==> src/rtl/value_display_seq_pkg.sv <==
// -----------------------------------------------------------------------------
// value_display_pkg
//   Shared definitions for the value-to-7-segment display engine:
//   - active-low segment patterns, bit order {g,f,e,d,c,b,a}
//   - FSM state encoding
//   - bcd_digits(): number of BCD digits needed to hold 2^width-1
// -----------------------------------------------------------------------------
package value_display_pkg;

    localparam logic [6:0] SEG_0     = 7'b1000000;
    localparam logic [6:0] SEG_1     = 7'b1111001;
    localparam logic [6:0] SEG_2     = 7'b0100100;
    localparam logic [6:0] SEG_3     = 7'b0110000;
    localparam logic [6:0] SEG_4     = 7'b0011001;
    localparam logic [6:0] SEG_5     = 7'b0010010;
    localparam logic [6:0] SEG_6     = 7'b0000010;
    localparam logic [6:0] SEG_7     = 7'b1111000;
    localparam logic [6:0] SEG_8     = 7'b0000000;
    localparam logic [6:0] SEG_9     = 7'b0010000;
    localparam logic [6:0] SEG_A     = 7'b0001000;
    localparam logic [6:0] SEG_B     = 7'b0000011;
    localparam logic [6:0] SEG_C     = 7'b1000110;
    localparam logic [6:0] SEG_D     = 7'b0100001;
    localparam logic [6:0] SEG_E     = 7'b0000110;
    localparam logic [6:0] SEG_F     = 7'b0001110;
    localparam logic [6:0] SEG_DASH  = 7'b0111111;
    localparam logic [6:0] SEG_BLANK = 7'b1111111;

    typedef enum logic [1:0] {
        IDLE   = 2'd0,
        SHIFT  = 2'd1,
        ENCODE = 2'd2
    } state_t;

    // ceil(width * log10(2)) in integer arithmetic. width*log10(2) is never
    // an integer for width > 0, so this equals the digit count of 2^width-1.
    function automatic int bcd_digits(input int width);
        return (width * 30103 + 99999) / 100000;
    endfunction

endpackage

==> src/rtl/value_display_seq_if.sv <==
// -----------------------------------------------------------------------------
// value_display_seq_if
//   Request/result bundle between the operand logic (master) and the display
//   engine (slave).
//
//   Handshake: START is a request level sampled on every rising clock edge;
//   it is accepted only on an edge where the engine is idle (BUSY low, which
//   includes the DONE cycle). VALUE and MODE are captured on that same edge
//   and may change afterwards. START seen while BUSY is high is dropped, not
//   queued. DONE pulses for exactly one cycle after HEX has been updated.
//
//   Signals:
//     VALUE     master->slave  WIDTH     unsigned operand
//     MODE      master->slave  1         0 = hex, 1 = decimal
//     START     master->slave  1         conversion request
//     BUSY      slave->master  1         conversion in progress
//     DONE      slave->master  1         one-cycle completion pulse
//     HEX       slave->master  7*DIGITS  active-low segments, digit d at [7d+6:7d]
//     dbg_state slave->master  state_t   current FSM state, for observation
// -----------------------------------------------------------------------------
interface value_display_seq_if
    import value_display_pkg::*;
#(
    parameter int WIDTH  = 16,
    parameter int DIGITS = 8
);
    logic [WIDTH-1:0]    VALUE;
    logic                MODE;
    logic                START;
    logic                BUSY;
    logic                DONE;
    logic [7*DIGITS-1:0] HEX;
    state_t              dbg_state;

    modport master (
        output VALUE, MODE, START,
        input  BUSY, DONE, HEX, dbg_state
    );

    modport slave (
        input  VALUE, MODE, START,
        output BUSY, DONE, HEX, dbg_state
    );
endinterface

==> src/rtl/value_display_seq_seg7_encode.sv <==
// -----------------------------------------------------------------------------
// seg7_encode
//   Combinational hex nibble to active-low 7-segment pattern.
//   Ports:
//     nibble  in   4  value 0..F
//     seg     out  7  {g,f,e,d,c,b,a}, active-low
// -----------------------------------------------------------------------------
module seg7_encode
    import value_display_pkg::*;
(
    input  logic [3:0] nibble,
    output logic [6:0] seg
);

    always_comb begin
        seg = SEG_BLANK;
        case (nibble)
            4'h0: seg = SEG_0;
            4'h1: seg = SEG_1;
            4'h2: seg = SEG_2;
            4'h3: seg = SEG_3;
            4'h4: seg = SEG_4;
            4'h5: seg = SEG_5;
            4'h6: seg = SEG_6;
            4'h7: seg = SEG_7;
            4'h8: seg = SEG_8;
            4'h9: seg = SEG_9;
            4'hA: seg = SEG_A;
            4'hB: seg = SEG_B;
            4'hC: seg = SEG_C;
            4'hD: seg = SEG_D;
            4'hE: seg = SEG_E;
            4'hF: seg = SEG_F;
            default: seg = SEG_BLANK;
        endcase
    end

endmodule

==> src/rtl/value_display_seq.sv <==
// -----------------------------------------------------------------------------
// value_display_seq
//   Sequential value-to-7-segment display engine. Latches VALUE/MODE on an
//   accepted START, converts to hex in one pass or to decimal by iterative
//   double-dabble (one bit per clock), then loads all HEX digits in a single
//   edge with optional leading-zero blanking and overflow dashes.
//
//   Parameters:
//     WIDTH     operand width (>= 4)
//     DIGITS    number of displays driven (1..8)
//     BLANK_LZ  1 = blank leading zeros in decimal mode (digit 0 always shown)
//   Ports:
//     CLOCK_50  in   sole clock, rising edge
//     RESET_N   in   asynchronous active-low reset
//     bus       value_display_seq_if.slave (VALUE, MODE, START, BUSY, DONE,
//               HEX, dbg_state)
// -----------------------------------------------------------------------------
module value_display_seq
    import value_display_pkg::*;
#(
    parameter int WIDTH    = 16,
    parameter int DIGITS   = 8,
    parameter int BLANK_LZ = 1
) (
    input  logic                CLOCK_50,
    input  logic                RESET_N,
    value_display_seq_if.slave  bus
);

    localparam int BCD_DIGITS = bcd_digits(WIDTH);
    localparam int BCD_W      = 4 * BCD_DIGITS;
    localparam int CNT_W      = $clog2(WIDTH + 1);
    // Zero-extended views let the digit selection and the "anything above
    // the displayed digits" tests use one expression for every parameter set.
    localparam int VEXT_W     = WIDTH + 4 * DIGITS;
    localparam int BEXT_W     = 4 * (BCD_DIGITS + DIGITS);

    state_t              state_q;
    logic [WIDTH-1:0]    value_r;
    logic                mode_r;
    logic [BCD_W-1:0]    bcd_q;
    logic [CNT_W-1:0]    cnt_q;
    logic                busy_q;
    logic                done_q;
    logic [7*DIGITS-1:0] hex_q;

    logic [BCD_W-1:0]    bcd_adj;
    logic [VEXT_W-1:0]   value_ext;
    logic [BEXT_W-1:0]   bcd_ext;
    logic                hex_ovf;
    logic                dec_ovf;
    logic                overflow;
    logic [7*DIGITS-1:0] next_hex;

    // Double-dabble correction: any BCD digit >= 5 gets +3 before the shift.
    always_comb begin
        bcd_adj = bcd_q;
        for (int i = 0; i < BCD_DIGITS; i++) begin
            if (bcd_q[4*i +: 4] >= 4'd5) begin
                bcd_adj[4*i +: 4] = bcd_q[4*i +: 4] + 4'd3;
            end
        end
    end

    assign value_ext = VEXT_W'(value_r);
    assign bcd_ext   = BEXT_W'(bcd_q);
    assign hex_ovf   = ((value_ext >> (4 * DIGITS)) != '0);
    assign dec_ovf   = ((bcd_ext >> (4 * DIGITS)) != '0);
    assign overflow  = mode_r ? dec_ovf : hex_ovf;

    for (genvar d = 0; d < DIGITS; d++) begin : g_digit
        logic [3:0] nib;
        logic [6:0] seg;
        logic       lz_blank;

        assign nib = mode_r ? bcd_ext[4*d +: 4] : value_ext[4*d +: 4];

        seg7_encode u_enc (
            .nibble (nib),
            .seg    (seg)
        );

        // Blank when this digit and every digit above it are zero.
        assign lz_blank = (d != 0) && (BLANK_LZ != 0) && mode_r &&
                          ((bcd_ext >> (4 * d)) == '0);

        assign next_hex[7*d +: 7] = overflow ? SEG_DASH  :
                                    lz_blank ? SEG_BLANK : seg;
    end

    always_ff @(posedge CLOCK_50 or negedge RESET_N) begin
        if (!RESET_N) begin
            state_q <= IDLE;
            value_r <= '0;
            mode_r  <= 1'b0;
            bcd_q   <= '0;
            cnt_q   <= '0;
            busy_q  <= 1'b0;
            done_q  <= 1'b0;
            hex_q   <= {DIGITS{SEG_BLANK}};
        end else begin
            case (state_q)
                IDLE: begin
                    done_q <= 1'b0;
                    if (bus.START) begin
                        value_r <= bus.VALUE;
                        mode_r  <= bus.MODE;
                        bcd_q   <= '0;
                        cnt_q   <= CNT_W'(WIDTH);
                        busy_q  <= 1'b1;
                        state_q <= bus.MODE ? SHIFT : ENCODE;
                    end
                end
                SHIFT: begin
                    bcd_q   <= {bcd_adj[BCD_W-2:0], value_r[WIDTH-1]};
                    value_r <= {value_r[WIDTH-2:0], 1'b0};
                    cnt_q   <= cnt_q - CNT_W'(1);
                    // Counter at 1 means this edge performs the last shift.
                    if (cnt_q == CNT_W'(1)) begin
                        state_q <= ENCODE;
                    end
                end
                ENCODE: begin
                    hex_q   <= next_hex;
                    busy_q  <= 1'b0;
                    done_q  <= 1'b1;
                    state_q <= IDLE;
                end
                default: begin
                    state_q <= IDLE;
                end
            endcase
        end
    end

    assign bus.BUSY      = busy_q;
    assign bus.DONE      = done_q;
    assign bus.HEX       = hex_q;
    assign bus.dbg_state = state_q;

endmodule

==> src/flat_wrapper.sv <==
// flat-port wrapper written by rule: the top's interface ports become plain ports
module value_display_seq_flat import value_display_pkg::*;
#(
    parameter int WIDTH    = 16,
    parameter int DIGITS   = 8,
    parameter int BLANK_LZ = 1
)
  (CLOCK_50, RESET_N, bus_VALUE, bus_MODE, bus_START, bus_BUSY, bus_DONE, bus_HEX, bus_dbg_state);
  value_display_seq_if #(.WIDTH(WIDTH), .DIGITS(DIGITS)) bus_i ();
  input  logic CLOCK_50;
  input  logic RESET_N;
  input wire logic [$bits(bus_i.VALUE)-1:0] bus_VALUE;
  input wire logic [$bits(bus_i.MODE)-1:0] bus_MODE;
  input wire logic [$bits(bus_i.START)-1:0] bus_START;
  output wire logic [$bits(bus_i.BUSY)-1:0] bus_BUSY;
  output wire logic [$bits(bus_i.DONE)-1:0] bus_DONE;
  output wire logic [$bits(bus_i.HEX)-1:0] bus_HEX;
  output wire logic [$bits(bus_i.dbg_state)-1:0] bus_dbg_state;
  assign bus_i.VALUE = bus_VALUE;
  assign bus_i.MODE = bus_MODE;
  assign bus_i.START = bus_START;
  assign bus_BUSY = bus_i.BUSY;
  assign bus_DONE = bus_i.DONE;
  assign bus_HEX = bus_i.HEX;
  assign bus_dbg_state = bus_i.dbg_state;
  value_display_seq #(.WIDTH(WIDTH), .DIGITS(DIGITS), .BLANK_LZ(BLANK_LZ)) u_core (.CLOCK_50(CLOCK_50), .RESET_N(RESET_N), .bus(bus_i));
endmodule
==> config.mk <==
export PLATFORM = sky130hd
export DESIGN_NAME = value_display_seq_flat
export DESIGN_NICKNAME = d
export VERILOG_FILES = /design/src/rtl/value_display_seq_pkg.sv /design/src/rtl/value_display_seq_if.sv /design/src/rtl/value_display_seq_seg7_encode.sv /design/src/rtl/value_display_seq.sv /design/src/flat_wrapper.sv
export SDC_FILE = /design/constraint.sdc
export NUM_CORES = 1
export LEC_CHECK = 0
export ABC_AREA = 1
export BUFFER_PORTS_ARGS = -buffer_cell sky130_fd_sc_hd__buf_2
export CAP_MARGIN = 40
export CORE_MARGIN = 4
export CORE_UTILIZATION = 25
export CTS_CLUSTER_DIAMETER = 30
export DETAILED_ROUTE_END_ITERATION = 16
export PLACE_DENSITY_LB_ADDON = 0.12
export SLEW_MARGIN = 20
export SYNTH_ARGS = -nofsm -noshare
export SYNTH_HDL_FRONTEND = slang
export SYNTH_HIERARCHICAL = 1
export SYNTH_SLANG_ARGS = --single-unit
export TNS_END_PERCENT = 10
==> constraint.sdc <==
create_clock -name CLOCK_50 -period 5.15 [get_ports CLOCK_50]
set_input_delay 1.2875 -clock CLOCK_50 [delete_from_list [all_inputs] [get_ports CLOCK_50]]
set_output_delay 1.2875 -clock CLOCK_50 [all_outputs]
set_load 0.05 [all_outputs]
# Word-level counts from Yosys, hierarchy flattened
# Memories as Yosys holds them, arrays and structs flattened. A register that Yosys moved wholly into a read port is not among the register bits.
# Index checks and enable logic that the tools add are counted.
# W data, S select, Z words.
[totals] regBits=102 mem_bits_ro=896 mem_count=8 in_bits=20
[mem_list] memory="(name not given)" depth=16 width=7 rd=1 rd_clocked_by_memory_dff=1 wr=0 line_no="value_display_seq_seg7_encode.sv:17" rtl="case (nibble)"
[mem_list] memory="(name not given)" depth=16 width=7 rd=1 rd_clocked_by_memory_dff=0 wr=0 line_no="value_display_seq_seg7_encode.sv:17"
[mem_list] memory="(name not given)" depth=16 width=7 rd=1 rd_clocked_by_memory_dff=0 wr=0 line_no="value_display_seq_seg7_encode.sv:17"
[mem_list] memory="(name not given)" depth=16 width=7 rd=1 rd_clocked_by_memory_dff=0 wr=0 line_no="value_display_seq_seg7_encode.sv:17"
[mem_list] memory="(name not given)" depth=16 width=7 rd=1 rd_clocked_by_memory_dff=0 wr=0 line_no="value_display_seq_seg7_encode.sv:17"
[mem_list] memory="(name not given)" depth=16 width=7 rd=1 rd_clocked_by_memory_dff=0 wr=0 line_no="value_display_seq_seg7_encode.sv:17"
[mem_list] memory="+2 memories"
[classes] reduce_logical=16 n_eq_ne=5 addsub=6 magnitude_cmp=5 mux=30
[ops] op="$logic_not A52 Y1" n=4
[ops] op="$mux W7" n=7
[ops] op="$pmux W20 S2" n=1
[ops] op="$mux W4" n=9
[ops] op="$pmux W16 S2" n=1
[ops] op="$ge A4 B3 Y1 const B" n=5
[ops] op="$mux W20" n=1
[ops] op="$add A4 B2 Y4 const B" n=4
[ops] op="$mux W16" n=1
[ops] op="$pmux W5 S2" n=1
[ops] op="$reduce_and A2 Y1" n=4
[ops] op="$mux W2" n=3
[ops] op="$eq A5 B1 Y1 const B" n=1
[ops] op="$mux W5" n=1
[ops] op="$sub A5 B1 Y5 const B" n=1
[ops] op="$logic_and A1 B1 Y1" n=4
[ops] op="$pmux W1 S2" n=2
[ops] op="$pmux W2 S2" n=1
[ops] op="$reduce_bool A2 Y1" n=2
[ops] op="$add A3 B2 Y3 const B" n=1
[ops] op="$mux W3" n=1
[ops] op="$eq A2 B1 Y1 const B" n=1
[ops] op="$eq A2 B2 Y1 const B" n=1
[ops] op="$logic_not A2 Y1" n=1
[ops] op="other kinds (4)" n=4

# Depth between registers and ports, before layout
# Gate-level depths: netlist of the first run.
[logic_depth] ltp_word=3 mapped_depth=12 ltp_nobuf=10

# Cells and area by module
# Netlist of the first run, hierarchy kept.
[modules_own_cells] mod="value_display_seq" n_inst=1 area_each_um2=5088.6 seq_area_each_um2=2622.5 cells_per_inst=599
[modules_own_cells] mod="seg7_encode" n_inst=8 area_each_um2=274.0 seq_area_each_um2=0.0 cells_per_inst=49

# Least setup slack after synthesis of the first run
# No wires, ideal clock.
[synth_path] path_kind="register to output" startpoint="register u_core.state_q[0] (netlist: u_core/bus.dbg_state[0])" endpoint="output bus_dbg_state[0]" setup_slack_ps=3194 stages_incl_launch_ff=1 t_arrival_ps=669 required_ps=3863 cell_sequence="dfrtp_1"
[synth_rtl] item="from (decl)" line_no="value_display_seq.sv:38" rtl="state_t state_q;"
[synth_rtl] item="from (signal assigned)" line_no="value_display_seq.sv:111" rtl="state_q <= bus.MODE ? SHIFT : ENCODE;"
[synth_rtl] item="to (decl)" line_no="flat_wrapper.sv:18" rtl="output wire logic [$bits(bus_i.dbg_state)-1:0] bus_dbg_state;"
# No word-level cell between the ends.

# Worst setup path in the final report of the first run
[layout_path] startpoint="register u_core.mode_r (netlist: u_core/g_digit[5].lz_blank)" endpoint="register u_core.hex_q[10] (netlist: u_core/bus.HEX[10])"
[layout_via] elab_chain_cells=3
[layout_rtl] item="from (decl)" line_no="value_display_seq.sv:40" rtl="logic mode_r;"
[layout_rtl] item="from (signal assigned)" line_no="value_display_seq.sv:107" rtl="mode_r <= bus.MODE;"
[layout_rtl] item="$mux W4" line_no="value_display_seq.sv:76" rtl="assign nib = mode_r ? bcd_ext[4*d +: 4] : value_ext[4*d +: 4];"
[layout_rtl] item="via u_core.g_digit[1].nib[1]" line_no="value_display_seq.sv:72" rtl="logic [3:0] nib;"
[layout_rtl] item="$mem_v2 Z16 W7"
[layout_rtl] item="via u_core.g_digit[1].seg[3]" line_no="value_display_seq.sv:73" rtl="logic [6:0] seg;"
[layout_rtl] item="$mux W7" line_no="value_display_seq.sv:88" rtl="lz_blank ? SEG_BLANK : seg;"
[layout_rtl] item="to (signal assigned)" line_no="value_display_seq.sv:100" rtl="hex_q <= {DIGITS{SEG_BLANK}};"
[layout_rtl] item="to (signal assigned)" line_no="value_display_seq.sv:124" rtl="hex_q <= next_hex;"
[layout_rtl] item="to (decl)" line_no="value_display_seq.sv:45" rtl="logic [7*DIGITS-1:0] hex_q;"
# The timed path passes the listed nets, and every way through them passes these cells.
# A chain may end at the register's enable or synchronous reset.

==> results.py, run 1 <==
metrics = {
    "status": {
        "status": "complete, no violations",
    },
    "setup_path": {
        "cp_max_fo": 38,
        "cp-end-kind": "flip-flop",
        "r2r_setup_slack_ns": 2.53,
        "start_kind": "flip-flop",
        "crit_arrival_ns": 2.91,
        "setup.worst_path.class": "reg -> reg",
        "cp.required_ns": 5.44,
    },
    "detailed_routing": {
        "via_count": 6283,
        "drc": 0,
        "dr.pass1.iters": 4,
        "antenna_left": 0,
        "drt-total-wl_um": 18900,
        "vias_per_cell": 4.25,
        "drt-wirelength-per-cell_um": 12.8,
        "drtIter0Drc": 308,
    },
    "sta": {
        "drv_slew": 0,
        "rsz0062_at_grt": "no",
        "fin_ws_ns": 2.53,
        "hold_violations": 0,
        "period_needed_ns": 2.62,
        "fin_crit_sh_pct": 50.9,
        "clock_skew_ns": 0.0108,
        "setup_viol": 0,
        "tns_ns": 0,
        "slew_headroom_pct": 45.5,
        "max_freq_ghz": 0.382,
        "worstMarginPinSlew_ns": 0.812,
    },
    "logic_synthesis": {
        "synth_top_area_share_pct": 20.2,
        "synthTopCellsByArea": "dfstp_2, nand2_1, dfrtp_1, ha_1, nand3_1",
        "syn_area_um2": 7280,
        "synthTopCellsByCount": "nand2_1, nand3_1, inv_1",
        "synthArstFlopShare_pct": 100,
        "synth_cells": 991,
        "synth_top_area_cell": "dfstp_2",
        "ys_warn_count": 6,
        "synth-seq-cells": 102,
        "syn_avg_cell_area_um2": 7.35,
        "synth_most_common_cell": "nand2_1",
        "ys_types": 33,
        "synth_ff_type": "dfstp_2",
        "synth-edff-count": 0,
        "yosysSeqAreaShare_pct": 36.0,
    },
    "clock_tree": {
        "cts_hold_buf": 0,
        "htreeDepth": 3,
        "cts_setup_buffers": 0,
        "cts.sinks": 102,
        "cts_buffer_depth": 2,
        "clkTransAtPathRegs_ns": 0.07,
        "cts_tree": "built",
        "cts_root_buf": "clkbuf_16",
        "clkLatencyLatePin_ns": 0.35,
        "cts_buffers": 9,
        "cts_resized": 0,
    },
    "finish": {
        "nets": 1183,
        "antenna_cells": 0,
        "stdcell_area_um2": 8380,
        "drive_above_1_share_pct": 18.6,
        "seqCellArea_um2": 2620,
        "multiInputGateArea_um2": 4090,
        "fillers": 3236,
        "syn2layout_area_growth_pct": 15.1,
    },
    "flow_run": {
        "drv_cap": 0,
    },
    "floorplan": {
        "core-area_um2": 28700,
        "rows": 62,
        "die_h_um": 179,
        "fp.dieW_um": 179,
        "initial_core_util_pct": 25.4,
        "dieArea_um2": 31900,
        "pin_count": 80,
    },
    "global_routing": {
        "antenna_found_initial": 0,
        "grt_pass1_wl_um": 31400,
        "overflow": 0,
        "grt_pass1_vias": 6172,
        "grt_max_degree": 49,
        "grt_util_all_layers_pct": 12.1,
    },
    "placement": {
        "pre_cts_ws_ns": 2.51,
        "gp_congestion": 0.779,
        "port_buffers": 79,
        "dp_hpwl_um": 13500,
        "placed_cell_area_um2": 8110,
    },
    "pwr": {
        "p_leak_nw": 4.28,
        "ir_worst_vdd_mv": 0.319,
        "power_density_nw_per_um2": 626,
    },
    "min_path": {
        "hp-class": "reg -> reg",
    },
}
worst paths after layout:
kind	endpoint	depth (start not counted)	from
worst max-delay path	u_core/bus.HEX[10]	9	u_core/g_digit[5].lz_blank
worst min-delay path	u_core/bus.HEX[3]	2	u_core/bus.HEX[3]
worst max register to register	u_core/bus.HEX[10]	9	u_core/g_digit[5].lz_blank
worst min register to register	u_core/bus.HEX[3]	2	u_core/bus.HEX[3]
max in group asynchronous	u_core/bus.HEX[55]	2	RESET_N
min in group asynchronous	u_core/bcd_q[10]	1	RESET_N
cell usage in the layout (no fill, tap or decap), types with 34 or more instances in the layout:
| cell type | count |
|---|---|
| nand2_1 | 317 |
| nand3_1 | 102 |
| inv_1 | 98 |
| buf_2 | 82 |
| o21ai_0 | 78 |
| ha_1 | 72 |
| nor2_1 | 70 |
| dfstp_2 | 56 |
| dfrtp_1 | 46 |
| conb_1 | 42 |
| a21oi_1 | 34 |
critical path: stages, from the launching register on:
cell	delay, ns
dfrtp_1	0.61
buf_4	0.37
o21ai_0	0.58
inv_1	0.24
ha_1	0.35
nand2_1	0.06
nand3_1	0.07
nand2_1	0.07
nor2_1	0.04
a21oi_1	0.13
flip-flops by register name, summed over array words and instances, names as in the netlist:
register,cells
u_core/value_r,16
u_core/bus.HEX,56
u_core/bus.DONE,1
u_core/bus.dbg_state,2
u_core/g_digit.lz_blank,1
u_core/bcd_q,20
u_core/cnt_q,5
u_core/bus.BUSY,1
final cells by class:
class                      count  area share [%]
inverter                     113            5.09
sequential                   102            31.3
clock buffer                  15            3.20
clock inverter                 1          0.0597
tap                          384            5.73
timing repair buffer          91            5.85
multi-input combinational    774            48.8
routing by layer:
layer  wire length, um  track usage (%)  part of all wire, %
met5                 0                0                    0
met4               301             3.42                  1.6
met3               590             2.00                  3.1
met2              8360             19.2                   44
met1              9640             17.1                   51
through the flow:
stage	total power [mW]	cells	utilization (%)	hold WS [ns]
3_5_place_dp	4.63	1464	28.2	0.452
2_1_floorplan	3.98	1032	-	0.451
5_1_grt	5.75	1480	29.2	0.481
3_3_place_gp	4.62	1459	28.1	0.452
4_1_cts	5.35	1480	29.2	0.464
6_report	5.25	1480	29.2	0.461
power by group:
part	leakage [nW]	internal [mW]	switching, mW
logic	2.97	0.829	2.27
clock network	0.134	0.356	0.319
registers	1.17	1.27	0.199
cell families (layout without fill, tap and decap cells):
logic type | Yosys count | after routing | synth area share [%]
other cells | 1 | 42 | 0.0515
simple gates | 501 | 501 | 28.5
xor+xnor | 3 | 3 | 0.361
compound gates | 156 | 156 | 12.7
flops | 102 | 102 | 36.0
buf+inv | 156 | 220 | 10.1
fa+ha+maj | 72 | 72 | 12.4
Power figures use the tool's default switching activity.
==> inputs of run 2 (changes only) <==
==> constraint.sdc (replaced) <==
create_clock -name CLOCK_50 -period 2.3 [get_ports CLOCK_50]
set_input_delay 0.575 -clock CLOCK_50 [delete_from_list [all_inputs] [get_ports CLOCK_50]]
set_output_delay 0.575 -clock CLOCK_50 [all_outputs]
set_load 0.05 [all_outputs]
==> run 2 against run 1 <==
Critical path depth unchanged. Largest cell class unchanged. Utilization up 0.65 points. Setup slack worse by 2.1 ns. Highest routed layer unchanged. Worst hold slack worse by 0.24 ns. Via count down 1.1%. Critical endpoint unchanged.
==> results.py, run 2 (synthesis gave the netlist of run 1 again) <==
metrics = {
    "finish": {
        "final_cell_mix": "nand2_1, nand3_1, inv_1",
        "fillers": 3198,
        "final_common_cell": "nand2_1",
        "nets": 1195,
        "antenna_cells": 0,
        "drive_above_1_share_pct": 19.7,
        "largest_reg_flops": 56,
        "syn2layout_area_growth_pct": 17.6,
        "utilization_pct": 29.8,
    },
    "floorplan": {
        "core-area_um2": 28700,
        "initial_core_util_pct": 25.4,
        "die_h_um": 179,
        "dieArea_um2": 31900,
        "rows": 62,
        "pin_count": 80,
        "fp.dieW_um": 179,
    },
    "clock_tree": {
        "cts_root_buf": "clkbuf_16",
        "cts_buffers": 9,
        "clkLatencyLatePin_ns": 0.35,
        "cts_tree": "built",
        "clkTransAtPathRegs_ns": 0.07,
        "htreeDepth": 3,
        "cts_buffer_depth": 2,
        "cts.sinks": 102,
    },
    "global_routing": {
        "overflow": 0,
        "antenna_found_initial": 0,
        "grt_max_degree": 57,
        "grt_pass1_vias": 6140,
        "grt_pass1_wl_um": 31000,
        "grt_util_all_layers_pct": 11.9,
    },
    "setup_path": {
        "cp-end-kind": "flip-flop",
        "crit_arrival_ns": 2.20,
        "cp-startpoint": "u_core/g_digit[5].lz_blank",
        "start_kind": "flip-flop",
        "cp_max_fo": 39,
        "ff2ff_path_depth": 9,
        "cp.required_ns": 2.58,
        "r2r_start": "u_core/g_digit[5].lz_blank",
        "setup.worst_path.class": "reg -> reg",
    },
    "sta": {
        "period_needed_ns": 1.92,
        "fin_crit_sh_pct": 83.3,
        "clock_skew_ns": 0.00832,
        "rsz0062_at_grt": "no",
        "hold_violations": 0,
        "setup_viol": 0,
        "tns_ns": 0,
        "slew_headroom_pct": 65.6,
        "max_freq_ghz": 0.522,
        "drv_slew": 0,
        "worstMarginPinSlew_ns": 0.515,
    },
    "placement": {
        "gp_congestion": 0.771,
        "port_buffers": 79,
        "dp_hpwl_um": 13200,
    },
    "pwr": {
        "ir_worst_vdd_mv": 0.669,
        "power_density_nw_per_um2": 1420,
        "p_leak_nw": 4.38,
    },
    "detailed_routing": {
        "drtIter0Drc": 242,
        "via_count": 6211,
        "vias_per_cell": 4.16,
        "drc": 0,
        "dr.pass1.iters": 4,
        "drt-total-wl_um": 18700,
        "drt-wirelength-per-cell_um": 12.5,
        "antenna_left": 0,
    },
    "flow_run": {
        "drv_cap": 0,
    },
    "min_path": {
        "hp-class": "in -> async",
    },
    "status": {
        "status": "complete, no violations",
    },
}
[run 2: worst paths after layout]
check	slack (ns)	to
min in group CLOCK_50	0.41	u_core/bus.dbg_state[1]
worst max register to register	0.38	u_core/bus.HEX[10]
worst min register to register	0.46	u_core/bus.HEX[3]
worst max-delay path	0.38	u_core/bus.HEX[10]
max in group asynchronous	1.69	u_core/bus.HEX[0]
worst min-delay path	0.22	u_core/bus.HEX[20]
[run 2: timing repair]
| item | in CTS | in global routing |
|---|---|---|
| hold buffers | 0 | 0 |
| hold endpoints to repair | 0 | 0 |
| setup buffers | 0 | 0 |
| setup endpoints to repair | 0 | 1 |
| resized for setup | 0 | 1 |
[run 2: per-layer routing]
layer | track usage, % | up-vias | wire, um
met1 | 17.0 | 2801 | 9780
met5 | 0 | - | 0
met4 | 3.07 | 0 | 183
met2 | 18.9 | 70 | 8160
li1 | - | 3330 | -
met3 | 1.62 | 10 | 557
[run 2: metrics by stage]
stage | cells | cell area, um^2 | hold slack, ns | setup WS [ns] | power [mW]
2_1_floorplan | 1032 | 7430 | 0.279 | 0.403 | 8.92
3_3_place_gp | 1476 | 8260 | 0.453 | 0.238 | 10.7
3_5_place_dp | 1476 | 8260 | 0.455 | 0.183 | 10.6
4_1_cts | 1492 | 8560 | 0.199 | 0.167 | 12.4
5_1_grt | 1492 | 8560 | 0.203 | 0.180 | 13.3
6_report | 1492 | 8560 | 0.223 | 0.383 | 12.2
[run 2: cell type report]
class	count	area, um^2	share of cell area (%)
multi-input combinational	774	4090	47.7
sequential	102	2620	30.6
timing repair buffer	103	641	7.48
tap	384	480	5.61
inverter	113	427	4.98
clock buffer	11	233	2.72
clock inverter	5	75.1	0.877
[run 2: worst max-delay path, stage by stage (launching register included)]
cell and delay (ns):
dfrtp_1 0.40, buf_12 0.17, o21ai_1 0.36, inv_1 0.19
ha_1 0.34, nand2_1 0.06, nand3_1 0.07, nand2_1 0.07
nor2_1 0.04, a21oi_1 0.13
[run 2: report_power, final]
group	switching (mW)	internal, mW	total, mW
Sequential	0.398	2.85	3.24
Clock	0.712	0.952	1.66
Combinational	5.19	2.07	7.27
==> inputs of run 3 (changes only) <==
==> constraint.sdc (replaced) <==
create_clock -name CLOCK_50 -period 1.8 [get_ports CLOCK_50]
set_input_delay 0.45 -clock CLOCK_50 [delete_from_list [all_inputs] [get_ports CLOCK_50]]
set_output_delay 0.45 -clock CLOCK_50 [all_outputs]
set_load 0.05 [all_outputs]
==> run 3 against run 2 <==
Via count increased by 5.9%. Die area is the same. Worst hold slack better by 0.00093 ns. Critical endpoint is now u_core/bus.HEX[24]. Highest routed layer unchanged. Combinational power grew 53%.
==> results.py, run 3 (synthesis gave the netlist of run 1 again) <==
metrics = {
    "finish": {
        "syn2layout_area_growth_pct": 28.2,
        "seqCellArea_um2": 2620,
        "multiInputGateArea_um2": 4440,
        "stdcell_count": 1533,
        "antenna_cells": 0,
        "drive_above_1_share_pct": 29.6,
        "largest_reg_flops": 56,
        "final_common_cell": "nand2_1",
        "nets": 1236,
        "final_cell_mix": "nand2_1, nand3_1, buf_2, inv_1, nor2_1",
        "fillers": 3176,
    },
    "detailed_routing": {
        "drt-wirelength-per-cell_um": 12.9,
        "drtIter0Drc": 226,
        "dr.pass1.iters": 4,
        "drc": 0,
        "vias_per_cell": 4.29,
        "drt-total-wl_um": 19800,
        "via_count": 6575,
        "antenna_left": 0,
    },
    "global_routing": {
        "grt_pass1_vias": 6244,
        "grt_max_degree": 34,
        "antenna_found_initial": 0,
        "overflow": 0,
        "grt_util_all_layers_pct": 12.2,
        "grt_pass1_wl_um": 31800,
    },
    "pwr": {
        "ir_worst_vdd_mv": 0.794,
        "p_leak_nw": 4.64,
        "p_seq_share_pct": 24.0,
        "swShare_pct": 51.1,
        "netSwitchingPower_mw": 8.83,
        "power_density_nw_per_um2": 1850,
        "p_clk_share_pct": 11.6,
        "power.internal_mw": 8.46,
        "power_frac_comb_pct": 64.4,
    },
    "flow_run": {
        "drv_cap": 0,
    },
    "placement": {
        "dp_hpwl_um": 13900,
        "dp_cells": 1497,
        "port_buffers": 79,
        "gp_congestion": 0.769,
        "pre_cts_ws_ns": -0.00247,
    },
    "sta": {
        "fin_hold_ws_ns": 0.224,
        "max_freq_ghz": 0.571,
        "fin_crit_sh_pct": 97.3,
        "hold_violations": 0,
        "drv_slew": 0,
        "period_needed_ns": 1.75,
        "clock_skew_ns": 0.00715,
        "setup_viol": 0,
        "fin_ws_ns": 0.0487,
        "rsz0062_at_grt": "yes",
    },
    "setup_path": {
        "setup.worst_path.class": "reg -> reg",
        "start_kind": "flip-flop",
        "r2r_setup_slack_ns": 0.05,
        "cp_max_fo": 8,
        "crit_arrival_ns": 2.04,
        "cp.required_ns": 2.09,
        "cp-end-kind": "flip-flop",
    },
    "floorplan": {
        "initial_core_util_pct": 25.4,
        "fp.dieW_um": 179,
        "rows": 62,
        "pin_count": 80,
        "core-area_um2": 28700,
        "die_h_um": 179,
        "dieArea_um2": 31900,
    },
    "clock_tree": {
        "cts_buffers": 9,
        "cts_root_buf": "clkbuf_16",
        "cts_buffer_depth": 2,
        "clkLatencyLatePin_ns": 0.36,
        "cts.sinks": 102,
        "clkTransAtPathRegs_ns": 0.07,
        "cts_tree": "built",
        "htreeDepth": 3,
    },
    "status": {
        "status": "complete, no violations",
    },
    "min_path": {
        "hp-class": "in -> async",
    },
}
run 3: cell types whose count changed in the layout (fill, tap and decap cells not counted), sizes merged:
| cell | previous run | this run |
|---|---|---|
| buf | 103 | 142 |
| bufinv | 2 | 1 |
| clkbuf | 11 | 10 |
| clkdlybuf4s15 | 0 | 1 |
| clkinv | 4 | 5 |
| clkinvlp | 0 | 2 |
run 3: routing by layer:
metal  track usage [%]  routed length [um]  vias to the layer above
li1                  -                   -                     3426
met1              17.5               10000                     3059
met2              19.1                9070                       79
met3              1.88                 438                       11
met4              3.71                 206                        0
met5                 0                   0                        -
run 3: critical path, stage by stage, from the launching register on:
cell	delay [ns]
dfrtp_2	0.45
buf_12	0.14
clkbuf_16	0.17
o21ai_4	0.23
inv_4	0.09
ha_4	0.28
nand2_1	0.04
nand3_1	0.08
nand2_1	0.05
nor2_1	0.09
a21oi_1	0.07
run 3: metrics by stage:
stage / setup TNS, ns / area, um^2 / utilization, % / total power [mW]
5_1_grt: -0.432 / 9330 / 32.5 / 18.8
2_1_floorplan: -0.0621 / 7450 / - / 11.4
6_report: 0 / 9330 / 32.5 / 17.3
4_1_cts: 0 / 8750 / 30.5 / 16.1
3_5_place_dp: -0.00287 / 8450 / 29.5 / 14.0
3_3_place_gp: 0 / 8450 / 29.5 / 14.0
run 3: path summary, 6_finish.rpt:
check                                                 from                 endpoint  cells past startpoint
worst max-delay path            u_core/g_digit[5].lz_blank       u_core/bus.HEX[24]                     10
worst min-delay path                               RESET_N       u_core/bus.HEX[16]                      1
worst max register to register  u_core/g_digit[5].lz_blank       u_core/bus.HEX[24]                     10
worst min register to register           u_core/bus.HEX[4]        u_core/bus.HEX[4]                      2
max in group asynchronous                          RESET_N       u_core/bus.HEX[33]                      2
min in group CLOCK_50                             bus_MODE  u_core/bus.dbg_state[1]                      2
run 3: cell type report:
type                       count  area share (%)
multi-input combinational    774            47.5
sequential                   102            28.1
timing repair buffer         144            11.3
tap                          384            5.15
inverter                     113            4.79
clock buffer                   9            2.41
clock inverter                 7           0.697
run 3: repair_timing:
action | CTS | global route
setup buffers | 0 | 15
endpoints found under the setup margin | 2 | 28
cloned | 0 | 6
hold buffers | 0 | 0
pin swaps | 0 | 47
resized for setup | 1 | 130
run 3: power by group through the flow:
stage / logic [mW] / registers, mW / clock network, mW
2_1_floorplan: 5.00 / 6.44 / 0
4_1_cts: 9.80 / 4.17 / 2.14
6_report: 11.1 / 4.15 / 2.00
3_3_place_gp: 9.80 / 4.18 / 0
3_5_place_dp: 9.75 / 4.21 / 0
5_1_grt: 12.3 / 4.31 / 2.21
